==> config.mk <==
export PLATFORM = sky130hd
export DESIGN_NAME = cachable_regions
export DESIGN_NICKNAME = d
export VERILOG_FILES = /design/src/rtl/cachable_regions_pkg.sv /design/src/rtl/cachable_regions_region_match.sv /design/src/rtl/cachable_regions.sv
export SDC_FILE = /design/constraint.sdc
export NUM_CORES = 1
export LEC_CHECK = 0
export CAP_MARGIN = 15
export CORE_MARGIN = 2
export CORE_UTILIZATION = 30
export DETAILED_ROUTE_END_ITERATION = 10
export SLEW_MARGIN = 20
export SYNTH_ARGS = -nofsm -noshare
export SYNTH_HDL_FRONTEND = slang
export SYNTH_SLANG_ARGS = --single-unit
==> constraint.sdc <==
create_clock -name i_clk -period 3.32 [get_ports i_clk]
set_input_delay 0.664 -clock i_clk [delete_from_list [all_inputs] [get_ports i_clk]]
set_output_delay 0.664 -clock i_clk [all_outputs]
set_load 0.05 [all_outputs]
==> src/rtl/cachable_regions_pkg.sv <==
// cachable_regions_pkg: shared sizing, FSM encoding and INIT-vector slicing for cachable_regions.
package cachable_regions_pkg;

   localparam int MAX_AW  = 64;
   localparam int MAX_VEC = 16 * MAX_AW;

   typedef enum logic {
      ST_IDLE  = 1'b0,
      ST_FLUSH = 1'b1
   } state_e;

   function automatic int iw_of(input int n);
      return (n <= 1) ? 1 : $clog2(n);
   endfunction

   // Callers zero-extend the packed INIT vector to MAX_VEC and truncate the result to AW.
   function automatic logic [MAX_AW-1:0] entry_of(input logic [MAX_VEC-1:0] v, input int aw, input int i);
      return MAX_AW'(v >> (i * aw));
   endfunction

endpackage

==> src/rtl/cachable_regions_region_match.sv <==
// region_match: single-entry enable and base/mask compare for the cachable region table.
module region_match #(
   parameter int AW = 28
) (
   input  logic [AW-1:0] i_addr,
   input  logic [AW-1:0] i_base,
   input  logic [AW-1:0] i_mask,
   output logic          o_hit
);

   assign o_hit = (i_base != '0) && ((i_addr & i_mask) == i_base);

endmodule

==> src/rtl/cachable_regions.sv <==
// cachable_regions: programmable base/mask cachable-region table with registered lookups,
// lockable entries and a flush handshake raised whenever the region map changes.
module cachable_regions
   import cachable_regions_pkg::*;
#(
   parameter int ADDRESS_WIDTH = 28,
   parameter int NREGIONS      = 4,
   parameter logic [NREGIONS*ADDRESS_WIDTH-1:0] INIT_ADDR =
      {{(NREGIONS*ADDRESS_WIDTH-2){1'b0}}, 2'b01} << (ADDRESS_WIDTH-2),
   parameter logic [NREGIONS*ADDRESS_WIDTH-1:0] INIT_MASK =
      {{(NREGIONS*ADDRESS_WIDTH-2){1'b0}}, 2'b11} << (ADDRESS_WIDTH-2),
   parameter bit OPT_LOCK = 1'b1
) (
   input  logic                          i_clk,
   input  logic                          i_reset_n,
   input  logic                          i_cfg_we,
   input  logic [iw_of(NREGIONS)-1:0]    i_cfg_idx,
   input  logic [ADDRESS_WIDTH-1:0]      i_cfg_addr,
   input  logic [ADDRESS_WIDTH-1:0]      i_cfg_mask,
   input  logic                          i_cfg_lock,
   output logic                          o_cfg_err,
   input  logic                          i_lkup_stb,
   input  logic [ADDRESS_WIDTH-1:0]      i_lkup_addr,
   output logic                          o_lkup_busy,
   output logic                          o_lkup_valid,
   output logic                          o_cachable,
   output logic [iw_of(NREGIONS)-1:0]    o_region,
   output logic                          o_flush_req,
   input  logic                          i_flush_ack
);

   localparam int AW = ADDRESS_WIDTH;
   localparam int IW = iw_of(NREGIONS);

   logic [AW-1:0]       base_q [NREGIONS];
   logic [AW-1:0]       mask_q [NREGIONS];
   logic                lock_q [NREGIONS];
   logic [NREGIONS-1:0] hit, sel, diff, locked;
   state_e              state_q, state_d;
   logic                busy, lkup_acc, wr_ok, any_hit;
   logic [IW-1:0]       hit_idx;
   logic                valid_q, cachable_q, err_q;
   logic [IW-1:0]       region_q;

   for (genvar i = 0; i < NREGIONS; i++) begin : g_entry
      region_match #(.AW(AW)) u_match (
         .i_addr (i_lkup_addr),
         .i_base (base_q[i]),
         .i_mask (mask_q[i]),
         .o_hit  (hit[i])
      );
      assign sel[i]    = i_cfg_idx == IW'(i);
      assign diff[i]   = (base_q[i] != i_cfg_addr) || (mask_q[i] != i_cfg_mask);
      assign locked[i] = sel[i] && lock_q[i];
      // Only unlocked entries accept writes, so the new lock bit never needs to OR in the old one.
      always_ff @(posedge i_clk or negedge i_reset_n)
         if (!i_reset_n) begin
            base_q[i] <= AW'(entry_of(MAX_VEC'(INIT_ADDR), AW, i));
            mask_q[i] <= AW'(entry_of(MAX_VEC'(INIT_MASK), AW, i));
            lock_q[i] <= 1'b0;
         end else if (wr_ok && sel[i]) begin
            base_q[i] <= i_cfg_addr;
            mask_q[i] <= i_cfg_mask;
            lock_q[i] <= i_cfg_lock && OPT_LOCK;
         end
   end

   // Lowest-index hit wins; no hit leaves the index at zero.
   always_comb begin
      hit_idx = '0;
      for (int k = NREGIONS - 1; k >= 0; k--)
         if (hit[k]) hit_idx = IW'(k);
   end

   assign any_hit  = |hit;
   assign lkup_acc = i_lkup_stb && !busy;
   assign wr_ok    = i_cfg_we && !busy && (|sel) && !(|locked);

   always_ff @(posedge i_clk or negedge i_reset_n)
      if (!i_reset_n) state_q <= ST_IDLE;
      else            state_q <= state_d;

   always_comb begin
      state_d = (state_q == ST_IDLE) ? ((wr_ok && |(sel & diff)) ? ST_FLUSH : ST_IDLE)
                                     : (i_flush_ack ? ST_IDLE : ST_FLUSH);
   end

   always_comb begin
      busy        = state_q == ST_FLUSH;
      o_lkup_busy = busy;
      o_flush_req = busy;
   end

   always_ff @(posedge i_clk or negedge i_reset_n)
      if (!i_reset_n) begin
         valid_q    <= 1'b0;
         cachable_q <= 1'b0;
         region_q   <= '0;
         err_q      <= 1'b0;
      end else begin
         valid_q <= lkup_acc;
         err_q   <= i_cfg_we && !wr_ok;
         if (lkup_acc) begin
            cachable_q <= any_hit;
            region_q   <= hit_idx;
         end
      end

   assign o_lkup_valid = valid_q;
   assign o_cachable   = cachable_q;
   assign o_region     = region_q;
   assign o_cfg_err    = err_q;

endmodule

==> run summary <==
status -> finished clean
post-synthesis compound-gate area fraction -> 8.503%
max cap viols -> 0
Mapped Nets -> 1,295
worst path cell trace -> clkdlybuf4s50_1 > nand3_1 > a211oi_1 > nand4_1 > or4_1 > nor3b_1 > a21oi_1
vias after detailed routing -> 11,250
worst min path class -> in2async
row cnt -> 78
HPWL Detailed -> 49.09 mm
cell count after synthesis -> 1,203
Synth area leader -> dfrtp_1
sequential-to-total area share from yosys stat -> 42.23%
I/O pins -> 99
Clock Latency Late Sink -> 0.59 ns
initial core utilization -> 30.51%
largest stage delay on the critical path -> 0.71 ns
simple-gate share of the synthesized area -> 11.50%
WP buf/inv -> 1
Clock Sinks -> 234
All-Layer GR Usage -> 25.96%
Die Y -> 219.1 um
CTS Root Cell -> clkbuf_16
synthesized area -> 13,880 sq um
CTS max path bufs -> 3
RSZ-0062 raised after global routing -> no
initial antenna violation count -> 2
critical path's top delay family -> simple AND/OR/NAND/NOR gates
Final setup viols -> 0
RePlAce Congestion -> 1.035
adder-cell share of the synthesized area -> 0%
Critical Path RT -> 3.82 ns
Slew @ Worst Pin -> 0.8353 ns
vias per cell -> 5.556
share of the synthesized area in the top cell type -> 41.66%
first-pass GRT wire length -> 86.62 mm
Synth area leaders -> dfrtp_1, xor2_1, mux2_2
largest net degree at the start of global routing -> 88
vias in the first global route -> 11,230
area delta synth->final -> 26.49%
Final period util -> 84.45%
Remaining DRCs -> 0
worst IR drop on VDD -> 0.4680 mV
Slew Limit Fails -> 0
CTS tree -> yes
Nets -> 1,494
DRT Pass-1 Iters -> 5
1st-iter DRT viols -> 1,258
Worst Path Arrival -> 3.30 ns
Leakage -> 7.775 nW
Final ANT Viol Nets -> 0
DIE AREA -> 47,990 sq um
Netlist cell types -> 43
core footprint -> 45,480 sq um
Reg clk slew, reported paths -> 0.06 ns
crit path capture type -> register
Seq cells post-synth -> 234
Worst Hold Margin -> 0.08153 ns
Max FO, Critical Path -> 6
startpoint types -> input port
detailed-route wire length -> 62.09 mm
share of cells above drive strength 1 -> 27.18%
Final Power -> 16.75 mW
Mapped Avg Cell Area -> 11.53 sq um
Final Hold Fails -> 0
port bufs -> 98
Ys Warns -> 0
Reg area -> 5859 sq um
Multi-input gate area -> 7546 sq um
die width -> 219.1 um
WL per Instance -> 30.66 um
Fmax -> 356.7 MHz
# fillers -> 4,485
PD cells -> 954.4 nW/um^2
fin crit period -> 2.804 ns
Clock Skews -> 0.02646 ns
Crit Path Class -> in2reg
mux cell area share after synthesis -> 19.67%
total gr overflow -> 0
largest family of logic cells by synthesized area -> multiplexers
relative slew slack -> 43.80%
Resized cells post-CTS -> 0
slowest CP cell -> clkdlybuf4s50_1
CTS buffer count -> 29
final core occ -> 38.59%
htree depth -> 1
CTS Hold Bufs -> 0
Synth Area in XOR/XNOR -> 14.64%
setup bufs post-CTS -> 0
[cell families after synthesis]
group                  after synthesis
AO/OA/AOI/OAI                      171
multiplexers                       225
AND/OR/NAND/NOR                    256
buffers and inverters               85
XOR/XNOR                           232
flip-flops                         234
[flip-flops by register name, summed over array words and instances (netlist names)]
name	count
o_flush_req	1
o_cachable	1
mask_q	112
base_q	112
o_cfg_err	1
lock_q	4
o_region	2
o_lkup_valid	1
[where the power goes]
group	internal (mW)	switching (mW)	total, mW	leakage [nW]
Clock	2.25	1.35	3.60	0.530
Sequential	4.25	2.40	6.65	2.84
Combinational	3.26	3.24	6.50	4.41
[cell usage after synthesis]
cell type and count:
buf_6 17, nor3b_2 1, nor3b_1 1, nor2_1 3, nor2b_1 1, o31ai_1 1
a21o_1 27, nand2_1 12, and2_2 1, inv_1 2, mux4_2 1, nor4_1 69
clkbuf_1 56, nand4_1 43, and3b_1 24, and2b_2 1, mux2_4 49, buf_8 1
o22a_1 28, nor3_1 6, a31o_2 1, dfstp_2 3, o2111ai_1 4, a211oi_1 24
nand3_1 31, mux2_1 54, o41ai_1 1, or4_1 3, buf_4 5, and3_1 56
buf_2 3, xnor2_1 71, o221ai_1 1, mux2_2 121, a21oi_1 59, and2_1 1
xor2_1 161, and2b_1 2, o211ai_1 1, dfrtp_1 231, a21boi_0 24, buf_1 1
or3_1 1
[layout make-up]
class | instances | area share [%]
clock buffer | 35 | 4.548
clock inverter | 18 | 1.583
antenna | 1 | 0.01426
multi-input combinational | 884 | 42.99
sequential | 234 | 33.38
inverter | 2 | 0.04277
tap | 600 | 4.277
timing repair buffer | 251 | 13.16
[through the flow]
| stage | setup WS [ns] | area (sq um) | std cells | TNS [ns] |
|---|---|---|---|---|
| 3_5_place_dp | 0.06980 | 16470 | 1971 | 0 |
| 6_report | 0.5161 | 17550 | 2025 | 0 |
| 3_3_place_gp | -0.01664 | 16470 | 1971 | -0.01664 |
| 2_1_floorplan | 0.7988 | 13880 | 1203 | 0 |
| 5_1_grt | 0.4424 | 17550 | 2024 | 0 |
| 4_1_cts | 0.6579 | 17550 | 2024 | 0 |
[path summary, 6_finish.rpt]
| kind | from | end | slack (ns) | depth (start not counted) |
|---|---|---|---|---|
| min in group i_clk | lock_q[2] | lock_q[2] | 0.46 | 1 |
| hold reg to reg | lock_q[2] | lock_q[2] | 0.46 | 1 |
| setup reg to reg | base_q[10] | o_flush_req | 0.73 | 9 |
| max in group asynchronous | i_reset_n | base_q[71] | 2.29 | 2 |
| setup / recovery | i_lkup_addr[27] | o_cachable | 0.52 | 7 |
| hold / removal | i_reset_n | base_q[3] | 0.08 | 1 |
[cells in the final DEF (no fill, tap or decap), types with 11 or more instances in the layout]
cell             count
mux2_1              54
o22a_1              28
mux2_2             121
dfrtp_1            231
xor2_1             161
a21boi_0            24
nand4_1             43
and3_1              56
buf_4              139
a21oi_1             59
xnor2_1             71
clkdlybuf4s50_1     97
nor4_1              69
mux2_4              49
a211oi_1            24
nand2_1             11
nand3_1             31
a21o_1              27
clkbuf_16           29
buf_12              14
and3b_1             24
[layer usage]
metal  track usage (%)  share of wire, %  up-vias
li1                  -                 -     4810
met1             35.95                44     5822
met2             39.18                43      489
met3             4.089               6.6      128
met4             13.11               5.5        2
met5                 0             0.021        -
Note: power is estimated with default switching activity, not from simulation.
